File: src/rtl/fifo_rd_packer.sv
// fifo_rd_packer: read-side client of the async FIFO (read clock domain).
// Drains the first-word-fall-through port and packs PACK words of DSIZE bits
// into one beat on a valid/ready stream. The first-popped word lands in the
// low bits. A flush emits the partially filled beat together with its word
// count.
// Optional build macro FIFO_RD_TIMEOUT_EN adds an idle counter. After TIMEOUT
// idle cycles with words held, it raises the flush request internally.
module fifo_rd_packer #(
  parameter int DSIZE   = 8,
  parameter int PACK    = 4,
  parameter int TIMEOUT = 16
) (
  input  logic                    rclk,
  input  logic                    rrst,
  input  logic [DSIZE-1:0]        rdata,
  input  logic                    rempty,
  output logic                    rinc,
  input  logic                    flush,
  output logic [PACK*DSIZE-1:0]   out_data,
  output logic [$clog2(PACK):0]   out_cnt,
  output logic                    out_valid,
  input  logic                    out_ready
);

  localparam int CW = $clog2(PACK);
  localparam int OW = $clog2(PACK) + 1;
  localparam int AW = (PACK - 1) * DSIZE;
  localparam logic [CW-1:0] CNT_LAST = CW'(PACK - 1);
  localparam logic [OW-1:0] CNT_FULL = OW'(PACK);

  // Parameter legality is checked when the design is elaborated.
  if (PACK < 2 || PACK > 16) begin : g_bad_pack
    $error("fifo_rd_packer: PACK must be in 2..16");
  end
  if (TIMEOUT < 1 || TIMEOUT > 255) begin : g_bad_timeout
    $error("fifo_rd_packer: TIMEOUT must be in 1..255");
  end

  // IDLE means no words are held (cnt = 0). FILL means a partial beat is
  // accumulating. The output register is tracked separately by out_valid_r.
  typedef enum logic [0:0] {
    ST_IDLE = 1'b0,
    ST_FILL = 1'b1
  } state_t;

  state_t                 state_r, state_s;
  logic [CW-1:0]          cnt_r, cnt_s;
  logic [AW-1:0]          acc_r, acc_s;
  logic [PACK*DSIZE-1:0]  out_data_r, out_data_s;
  logic [OW-1:0]          out_cnt_r, out_cnt_s;
  logic                   out_valid_r, out_valid_s;
  logic                   flush_pend_r, flush_pend_s;
  logic                   slot_free_s;
  logic                   emit_partial_s;
  logic                   pop_s;
  logic                   complete_s;
  logic                   flush_req_s;

  // Output-slot availability, partial-emit decision and pop qualification.
  always_comb begin
    slot_free_s    = !out_valid_r || out_ready;
    emit_partial_s = flush_pend_r && (state_r == ST_FILL) && slot_free_s;
    pop_s          = !rrst && !rempty && !emit_partial_s &&
                     ((cnt_r != CNT_LAST) || slot_free_s);
    complete_s     = pop_s && (cnt_r == CNT_LAST);
  end

  assign rinc      = pop_s;
  assign out_data  = out_data_r;
  assign out_cnt   = out_cnt_r;
  assign out_valid = out_valid_r;

`ifdef FIFO_RD_TIMEOUT_EN
  localparam logic [7:0] IDLE_LAST = 8'(TIMEOUT - 1);

  logic [7:0] idle_r, idle_s;
  logic       timeout_hit_s;

  // The idle counter advances while words are held and nothing moves. The
  // hit fires on the cycle in which the counter reaches TIMEOUT.
  always_comb begin
    idle_s        = idle_r;
    timeout_hit_s = 1'b0;
    if (pop_s || emit_partial_s) begin
      idle_s = 8'd0;
    end else if (state_r == ST_FILL) begin
      if (idle_r == IDLE_LAST) begin
        timeout_hit_s = 1'b1;
      end else begin
        timeout_hit_s = 1'b0;
      end
      if (idle_r != 8'hFF) begin
        idle_s = idle_r + 8'd1;
      end else begin
        idle_s = idle_r;
      end
    end else begin
      idle_s = 8'd0;
    end
  end

  // Idle counter register.
  always_ff @(posedge rclk or posedge rrst) begin
    if (rrst) begin
      idle_r <= 8'd0;
    end else begin
      idle_r <= idle_s;
    end
  end

  assign flush_req_s = flush || timeout_hit_s;
`else
  assign flush_req_s = flush;
`endif

  // Next-state logic for the fill FSM, accumulator, output register and flush.
  always_comb begin
    state_s      = state_r;
    cnt_s        = cnt_r;
    acc_s        = acc_r;
    out_data_s   = out_data_r;
    out_cnt_s    = out_cnt_r;
    out_valid_s  = out_valid_r;
    flush_pend_s = flush_pend_r;

    case (state_r)
      ST_IDLE: begin
        if (pop_s) begin
          state_s = ST_FILL;
        end else begin
          state_s = ST_IDLE;
        end
      end
      ST_FILL: begin
        if (complete_s || emit_partial_s) begin
          state_s = ST_IDLE;
        end else begin
          state_s = ST_FILL;
        end
      end
      default: begin
        state_s = ST_IDLE;
      end
    endcase

    // A transfer empties the slot unless a new beat loads in the same cycle.
    if (out_ready) begin
      out_valid_s = 1'b0;
    end else begin
      out_valid_s = out_valid_r;
    end

    if (complete_s) begin
      out_data_s  = {rdata, acc_r};
      out_cnt_s   = CNT_FULL;
      out_valid_s = 1'b1;
      cnt_s       = '0;
      acc_s       = '0;
    end else if (emit_partial_s) begin
      // Unused words are already zero because the accumulator is cleared on every emit.
      out_data_s  = {{DSIZE{1'b0}}, acc_r};
      out_cnt_s   = {1'b0, cnt_r};
      out_valid_s = 1'b1;
      cnt_s       = '0;
      acc_s       = '0;
    end else if (pop_s) begin
      for (int i = 0; i < PACK - 1; i++) begin
        if (cnt_r == CW'(i)) begin
          acc_s[i*DSIZE +: DSIZE] = rdata;
        end else begin
          acc_s[i*DSIZE +: DSIZE] = acc_r[i*DSIZE +: DSIZE];
        end
      end
      cnt_s = cnt_r + CW'(1);
    end else begin
      cnt_s = cnt_r;
    end

    // A full beat also satisfies a pending or simultaneous flush.
    if (complete_s || emit_partial_s) begin
      flush_pend_s = 1'b0;
    end else if (flush_req_s && ((state_r == ST_FILL) || pop_s)) begin
      flush_pend_s = 1'b1;
    end else begin
      flush_pend_s = flush_pend_r;
    end
  end

  // State and datapath registers. Reset discards held words and any pending beat.
  always_ff @(posedge rclk or posedge rrst) begin
    if (rrst) begin
      state_r      <= ST_IDLE;
      cnt_r        <= '0;
      acc_r        <= '0;
      out_data_r   <= '0;
      out_cnt_r    <= '0;
      out_valid_r  <= 1'b0;
      flush_pend_r <= 1'b0;
    end else begin
      state_r      <= state_s;
      cnt_r        <= cnt_s;
      acc_r        <= acc_s;
      out_data_r   <= out_data_s;
      out_cnt_r    <= out_cnt_s;
      out_valid_r  <= out_valid_s;
      flush_pend_r <= flush_pend_s;
    end
  end

endmodule

File: config.mk
export PLATFORM = sky130hd
export DESIGN_NAME = fifo_rd_packer
export DESIGN_NICKNAME = d
export VERILOG_FILES = /design/src/rtl/fifo_rd_packer.sv
export SDC_FILE = /design/constraint.sdc
export NUM_CORES = 1
export LEC_CHECK = 0
export CAP_MARGIN = 30
export CORE_MARGIN = 2
export CORE_UTILIZATION = 50
export CTS_BUF_LIST = sky130_fd_sc_hd__clkbuf_16
export CTS_CLUSTER_DIAMETER = 30
export DETAILED_ROUTE_END_ITERATION = 16
export GPL_TIMING_DRIVEN = 0
export PLACE_DENSITY = 0.83
export SLEW_MARGIN = 20
export SYNTH_ARGS = -nofsm -noshare
export SYNTH_HDL_FRONTEND = slang
export SYNTH_SLANG_ARGS = --single-unit
export TNS_END_PERCENT = 100
File: constraint.sdc
create_clock -name rclk -period 5.59 [get_ports rclk]
set_input_delay 0.8385 -clock rclk [delete_from_list [all_inputs] [get_ports rclk]]
set_output_delay 0.8385 -clock rclk [all_outputs]
set_load 0.1 [all_outputs]
== Word-level counts from Yosys, hierarchy flattened ==
Index checks and enable logic that the tools add are counted.

* Register bits: 64
* Input port bits: 13
* Logic and storage cells: 62
* Output and inout port bits: 37

* Muxes and demuxes: 21
* Reductions and logical operators: 26
* Equality and inequality tests: 4
* Add/sub/neg operators: 1
* Bitwise operators: 1

{| class="wikitable"
|+ Operators by type and width
! kind !! count
|-
| $mux 24 || 3
|-
| $mux 32 || 2
|-
| $mux 8 || 3
|-
| $reduce_bool 3->1 || 5
|-
| $logic_and 1x1->1 || 7
|-
| $mux 1 || 7
|-
| $mux 2 || 3
|-
| $mux 3 || 2
|-
| $reduce_and 2->1 || 3
|-
| $eq 2x2->1 const B || 2
|-
| $logic_not 1->1 || 4
|-
| $logic_or 1x1->1 || 4
|-
| $reduce_bool 2->1 || 2
|-
| $add 2x1->2 const B || 1
|-
| $eq 2x1->1 const B || 1
|-
| $logic_not 2->1 || 1
|-
| $ne 2x2->1 const B || 1
|-
| $pmux 1 s2 || 1
|-
| $not 1->1 || 1
|}

== Longest topological paths before layout ==
Gate-level depths: netlist of the first run.

* Word-level depth: 10
* Depth in mapped cells: 5
* Depth with buffers taken out: 5

== Worst setup path after synthesis of the first run ==
Ideal clock, no wire load.

* Kind: register to output
* From: register out_valid_r (netlist: out_valid)
* To: output port rinc
* Slack: 1.142 ns
* Cell stages (with the launch flop): 5
* Data required time: 4.752 ns
* Arrival: 3.610 ns
* Buffers on the path: 1
* Cell sequence: dfrtp_1 > and2b_1 > buf_4 > nor2_2 > nor3_1

* Word-level cells in the longest chain between the ends: 6
* Elaborated cells between the ends (all ways): 7
* Those cells by class: reduce/logical: 7

{| class="wikitable"
|+ Ends and longest elaborated chain
! element !! line !! RTL
|-
| from (decl) || 51 || <nowiki>logic out_valid_r, out_valid_s;</nowiki>
|-
| from (signal assigned) || 205 || <nowiki>out_valid_r <= out_valid_s;</nowiki>
|-
| $logic_not 1->1 (*) || 61 || <nowiki>slot_free_s = !out_valid_r || out_ready;</nowiki>
|-
| $logic_or 1x1->1 (*) || 61 ||
|-
| $logic_and 1x1->1 || 62 || <nowiki>emit_partial_s = flush_pend_r && (state_r == ST_FILL) && slot_free_s;</nowiki>
|-
| $logic_not 1->1 || 63 || <nowiki>pop_s = !rrst && !rempty && !emit_partial_s &&</nowiki>
|-
| $logic_and 1x1->1 || 63 ||
|-
| $logic_and 1x1->1 (*) || 63 ||
|-
| to (decl) || 17 || <nowiki>output logic rinc,</nowiki>
|}

Every way passes the cells marked *; elsewhere a longest branch is shown, timed or not.

== Final worst setup path of the first run ==
* From: input port rrst
* To: output port rinc

* Word-level cells in the longest chain between the ends: 4

{| class="wikitable"
|+ Ends and longest elaborated chain
! element !! line !! RTL
|-
| from (decl) || 14 || <nowiki>input logic rrst,</nowiki>
|-
| $logic_not 1->1 (no line) || - ||
|-
| $logic_and 1x1->1 (3 in series) || 63 ||
|}

Every way passes these cells.

==> out/qor.tcl, run 1 <==
set qor(run_status) {completed}
set qor(number_of_clock_buffers_inserted_by_tritoncts) 9
set qor(synth_edf_count) 0
set qor(fp.dieArea_um2) 6950
set qor(initial_utilization) 0.526
set qor(cts_max_level) 3
set qor(port_buffers) 49
set qor(hold_class) {reg -> reg}
set qor(timing.final.setup_violations) 0
set qor(cp-end-kind) {output port}
set qor(core_area_um2) 5990
set qor(report.final.hold_viol_count) 0
set qor(timing_max_transition_violations_final) 0
set qor(worst_clock_skew_ns) 0.00461
set qor(synthDominantAreaCellType) {sky130_fd_sc_hd__dfrtp_1}
set qor(post_drt_wl_per_cell_um) 20.2
set qor(slew-limit-headroom) 0.334
set qor(timing.critical_path.slowest_cell_delay_ns) 1.17
set qor(synthesis.area_per_instance_um2) 10.7
set qor(synth_compound_gate_area_share) 0.267
set qor(cellPowerDensity_nw_per_um2) 646
set qor(grt_setup_unrepaired) {no}
set qor(n_antenna_cell) 0
set qor(grt_start_max_net_pins) 49
set qor(postSynthCellCount) 293
set qor(cts-root-buf) {sky130_fd_sc_hd__clkbuf_16}
set qor(die_x_um) 83.4
set qor(yosysSeqAreaShare) 0.509
set qor(area_delta_synth_final_pct) 28.0
set qor(cts_tree) {yes}
set qor(synth_xor_xnor_area_share) 0
set qor(cts.path.max_buffers) 2
set qor(synth.lib_cells_used.distinct) 39
set qor(synth-simple-area-share) 0.147
set qor(cp_data_required_time_ns) 4.75
set qor(sum_of_routed_wire_length_over_all_layers_um) 8790
set qor(timing.critical_path.fanout_max) 10
set qor(cp-start-kind) {input pin}
set qor(ant_nets) 0
set qor(timing.final.crit_share) 0.770
set qor(synth_warnings) 0
set qor(hold-path-cell-count) 1
set qor(number_of_antenna_violations_at_the_first_check_in_global_routing) 0
set qor(die-height_um) 83.4
set qor(power_mw) 2.61
set qor(synth_top_area_frac) 0.509
set qor(tightestPinTransition_ns) 0.996
set qor(yosys_register_bits) 64
set qor(viasPerCell) 6.69
set qor(share_of_async_settable_or_async_resettable_flops_after_synthesis) 1.00
set qor(residual_overflow_from_global_routing) 0
set qor(path_class) {in -> out}
set qor(ir_worst_vdd_v) 0.000439
set qor(initialDrtViolationCount) 235
set qor(synth_area_um2) 3150
set qor(first_pass_grt_wire_length_um) 14200
set qor(synth.top_cells.by_count) {64 x sky130_fd_sc_hd__dfrtp_1, 32 x sky130_fd_sc_hd__nand4_1, 27 x sky130_fd_sc_hd__nand3_1, 24 x sky130_fd_sc_hd__a32o_1, 24 x sky130_fd_sc_hd__o211ai_1}
set qor(final.setup.tns_ns) 0
set qor(postCtsHoldBufs) 0
set qor(post-route-min-period_ns) 4.31
set qor(via_count_of_the_first_global_routing_pass) 2809
set qor(critical-path-slowest-cell) {sky130_fd_sc_hd__clkdlybuf4s50_1}
set qor(final_layout_size_suffix_gt1_frac) 0.136
set qor(site_rows) 28
set qor(total_number_of_vias) 2905
set qor(synthAdderAreaFrac) 0.0159
set qor(fin_nets) 371
set qor(track_usage) 0.263
set qor(combinational_family_with_the_most_area_after_synthesis) {compound AO/OA/AOI/OAI gates}
set qor(path_cells) {clkdlybuf4s50_1, or2_1, buf_6, clkbuf_1, nor3_1, clkdlybuf4s50_1}
set qor(postSynthNetCount) 310
set qor(crit_arrival_ns) 3.47
set qor(drv_cap) 0
set qor(worstSkewPairLatency_ns) 0.33
set qor(post_cts_buffers) 0
set qor(gpl.final_weighted_congestion) 0.918
set qor(drc) 0
set qor(synthFlopType) {sky130_fd_sc_hd__dfrtp_1}
set qor(finalCoreUtilization) 0.673
set qor(clk_transition_reported_paths_ns) 0.05
set qor(drt_pass1_iterations) 6
set qor(clock_sink_count) 64
set qor(post_cts.resized_instances) 0
set qor(leakagePower_nw) 1.63
set qor(synth_most_common_cell) {sky130_fd_sc_hd__dfrtp_1}
set qor(detailedPlacementHpwl_um) 6040
set qor(number_of_i_o_pins) 50
set qor(timing.critical_path.mode_cell) {sky130_fd_sc_hd__clkdlybuf4s50_1}
set qor(maxClockFrequency_mhz) 232
set qor(yosys-mux-area-fraction) 0
set qor(netlist_top_cells_area) {sky130_fd_sc_hd__dfrtp_1 51%, sky130_fd_sc_hd__a32o_1 7.6%, sky130_fd_sc_hd__nand4_1 6.4%}
set qor(worst_r2r_path_depth) 5
## final timing paths
| path | from | to | slack, ns |
|---|---|---|---|
| min | out_cnt[2] | out_cnt[2] | 0.50 |
| max reg2reg | cnt_r[0] | acc_r[13] | 3.77 |
| max | rrst | rinc | 1.28 |
| min reg2reg | out_cnt[2] | out_cnt[2] | 0.50 |
| max in group asynchronous | rrst | acc_r[18] | 4.22 |
| min in group asynchronous | rrst | out_data[8] | 0.86 |
## layout by cell type (no fill, tap or decap), drive strengths merged, types with 10 or more instances in the layout
| cell | n |
|---|---|
| a32o | 24 |
| o211ai | 27 |
| a21oi | 10 |
| buf | 23 |
| clkdlybuf4s50 | 49 |
| clkbuf | 20 |
| nand4 | 32 |
| dfrtp | 64 |
| o21ai | 28 |
| nand3 | 27 |
## critical path, delay by kind of cell
family,cells,cell delay (ns)
buf+inv,4,2.08
simple gates,2,0.56
## metrics by stage
step	hold slack [ns]	worst slack (ns)	std cells	cell area (µm²)
after global routing	0.527	1.24	434	4030
final	0.502	1.28	434	4030
after global placement	0.474	1.45	417	3730
after floorplan	0.510	1.14	293	3150
after detailed placement	0.493	1.35	418	3760
after CTS	0.505	1.33	434	4030
## report_power, final
| group | switching, mW | internal (mW) | total, mW |
|---|---|---|---|
| logic | 1.01 | 0.344 | 1.35 |
| registers | 0.124 | 0.630 | 0.754 |
| clock network | 0.203 | 0.295 | 0.498 |
## cell type report
cell class	count	area [µm²]
Fill cell	467	1960
Clock inverter	7	41.3
Tap cell	75	93.8
Inverter	7	28.8
Multi-Input combinational cell	189	1350
Clock buffer	9	225
Sequential cell	64	1600
Timing Repair Buffer	50	518
Buffer	33	169
## sequential cells by signal, summed over array words and instances (netlist names)
signal and count:
out_cnt 3, state_r 1, out_valid 1, cnt_r 2, out_data 32, flush_pend_r 1, acc_r 24
## layer usage
layer / track usage / share of wire
met1: 0.336 / 0.41
met2: 0.399 / 0.46
met3: 0.0895 / 0.091
met4: 0.133 / 0.035
met5: 0 / 0
## cell families after synthesis
group           count (synthesis)
simple gates                   77
buf+inv                        40
flops                          64
compound gates                108
fa+ha+maj                       4
(Power assumes the default switching activity.)
==> run 2, diff against run 1 <==
clock period = 4.4 ns   (was 5.59 ns; I/O delays follow)
==> results of run 2 <==
Same layout as run 1 (identical final DEF). Status: completed.
Main changes from that run: setup slack after placement 1.35 ns -> 0.520 ns; setup slack after layout 1.28 ns -> 0.450 ns; register-to-register setup slack 3.77 ns -> 2.58 ns; total power 2.61 mW -> 3.31 mW; worst IR drop on VDD 0.000439 V -> 0.000557 V
==> run 3, diff against run 2 <==
HOLD_SLACK_MARGIN = 0.06   (was not set)
REMOVE_ABC_BUFFERS = 1   (was not set)
==> run 3 against run 2 <==
  * Clock power rose by 27%
  * Hold slack got worse by 0.0025 ns
  * Total power rose by 4.7%
  * Routed wire length fell by 2.8%
  * Register-to-register slack got worse by 0.61 ns
  * Largest power group unchanged
==> out/qor.tcl, run 3 (same netlist as run 1, synthesis figures left out) <==
set qor(track_usage) 0.256 ;# -0.00722
set qor(timing.reg2reg.setup_slack_ns) 1.97
set qor(area_delta_synth_final_pct) 29.0
set qor(worstSkewPairLatency_ns) 0.33 ;# about the same
set qor(timing.final.crit_share) 0.881
set qor(final.setup.worst_slack_ns) 0.523
set qor(maxClockFrequency_mhz) 258
set qor(report.final.hold_viol_count) 0 ;# unchanged
set qor(post_cts_buffers) 0 ;# unchanged
set qor(ff_latch_area_um2) 1600 ;# unchanged
set qor(tightestPinTransition_ns) 1.01 ;# +0.0113 ns
set qor(core_area_um2) 5990 ;# unchanged
set qor(total_number_of_vias) 2829 ;# -2.6%
set qor(via_count_of_the_first_global_routing_pass) 2837 ;# +1.0%
set qor(fp.dieArea_um2) 6950 ;# unchanged
set qor(viasPerCell) 6.95 ;# +3.8%
set qor(drc) 0 ;# unchanged
set qor(crit_arrival_ns) 3.22
set qor(post_dp_cell_area_um2) 3710 ;# -1.5%
set qor(detailedPlacementHpwl_um) 5210 ;# -14%
set qor(number_of_antenna_violations_at_the_first_check_in_global_routing) 0 ;# unchanged
set qor(grt_start_max_net_pins) 45 ;# -8.2%
set qor(layout.cells.most_common) {sky130_fd_sc_hd__dfrtp_1}
set qor(post-route-min-period_ns) 3.88
set qor(timing.critical_path.fanout_max) 41 ;# +31
set qor(initialDrtViolationCount) 252 ;# +7.2%
set qor(layout_common_cells) {64 x sky130_fd_sc_hd__dfrtp_1, 48 x sky130_fd_sc_hd__clkdlybuf4s50_1, 32 x sky130_fd_sc_hd__nand4_1}
set qor(clk_transition_reported_paths_ns) 0.06 ;# about the same
set qor(multi_input_comb_area_um2) 1370 ;# +1.1%
set qor(die-height_um) 83.4 ;# unchanged
set qor(cts.path.max_buffers) 2 ;# unchanged
set qor(final.setup.tns_ns) 0 ;# unchanged
set qor(path_class) {in -> out}
set qor(ir_worst_vdd_v) 0.000626
set qor(sum_of_routed_wire_length_over_all_layers_um) 8540 ;# -2.8%
set qor(final_layout_size_suffix_gt1_frac) 0.108 ;# -0.0281
set qor(cp_data_required_time_ns) 3.74
set qor(timing_max_transition_violations_final) 0 ;# unchanged
set qor(clock_sink_count) 64 ;# unchanged
set qor(initial_utilization) 0.526 ;# unchanged
set qor(run_status) {completed}
set qor(n_antenna_cell) 0 ;# unchanged
set qor(leakagePower_nw) 1.63 ;# -0.40%
set qor(cts-root-buf) {sky130_fd_sc_hd__clkbuf_16}
set qor(site_rows) 28 ;# unchanged
set qor(dpl_worst_slack_ns) 0.166
set qor(cp-start-kind) {input pin}
set qor(fin_nets) 344 ;# -7.3%
set qor(fin_worst_hold_slack_ns) 0.499 ;# -0.00254 ns
set qor(gpl.final_weighted_congestion) 0.792 ;# -14%
set qor(post_drt_wl_per_cell_um) 21.0 ;# +3.6%
set qor(worst_clock_skew_ns) 0.00736 ;# +0.00276 ns
set qor(grt_setup_unrepaired) {no}
set qor(cts_max_level) 3 ;# unchanged
set qor(finalCoreUtilization) 0.678 ;# +0.00522
set qor(port_buffers) 49 ;# unchanged
set qor(number_of_i_o_pins) 50 ;# unchanged
set qor(ant_nets) 0 ;# unchanged
set qor(first_pass_grt_wire_length_um) 14300 ;# +0.49%
set qor(number_of_clock_buffers_inserted_by_tritoncts) 9 ;# unchanged
set qor(drt_pass1_iterations) 6 ;# unchanged
set qor(cellPowerDensity_nw_per_um2) 854
set qor(finish.instance_area_um2) 4060 ;# +0.78%
set qor(residual_overflow_from_global_routing) 0 ;# unchanged
set qor(die_x_um) 83.4 ;# unchanged
set qor(cp-end-kind) {output port}
set qor(drv_cap) 0 ;# unchanged
set qor(filler_cell_count) 430 ;# -7.9%
set qor(largest_reg_flops) 32 ;# unchanged
set qor(timing.final.setup_violations) 0 ;# unchanged
set qor(slew-limit-headroom) 0.326 ;# -0.00753
set qor(hold_class) {reg -> reg}
set qor(cts_tree) {yes}
-- run 3: through the flow --
stage	cells	power, mW
floorplan	260	2.17
global placement	384	2.55
detailed placement	390	2.63
CTS	406	3.45
global route	407	3.60
finish	407	3.47
-- run 3: path summary, 6_finish.rpt --
check,start,endpoint,cells after the start
max in group asynchronous,rrst,out_data[4],3
worst min register to register,out_cnt[2],out_cnt[2],1
worst max-delay path,out_ready,rinc,5
worst min-delay path,out_cnt[2],out_cnt[2],1
min in group asynchronous,rrst,out_data[21],2
worst max register to register,cnt_r[0],out_data[6],6
-- run 3: what timing repair did --
item / in CTS / in global routing
hold buffers: 0 / 0
endpoints found under the setup margin: 0 / 1
resized for setup: 0 / 1
-- run 3: worst max-delay path, stage by stage --
cell,delay (ns)
sky130_fd_sc_hd__clkdlybuf4s50_1,0.47
sky130_fd_sc_hd__and2b_2,0.74
sky130_fd_sc_hd__nor2_2,0.30
sky130_fd_sc_hd__nor3_1,0.25
sky130_fd_sc_hd__dlymetal6s2s_1,0.77
-- run 3: area by class of cell --
type	instances	share of cell area
Clock inverter	7	0.0274
Timing Repair Buffer	56	0.156
Clock buffer	9	0.0555
Tap cell	75	0.0231
Sequential cell	64	0.394
Inverter	7	0.00709
Multi-Input combinational cell	189	0.337
-- run 3: layer usage --
metal / track usage / share of wire
met5: 0 / 0
met1: 0.332 / 0.40
met4: 0.103 / 0.023
met2: 0.416 / 0.50
met3: 0.0577 / 0.072
-- run 3: where the power goes --
group / leakage, nW / internal (mW) / total, mW / switching, mW
registers: 0.864 / 0.801 / 0.956 / 0.155
clock network: 0.168 / 0.549 / 0.804 / 0.255
logic: 0.595 / 0.433 / 1.71 / 1.27
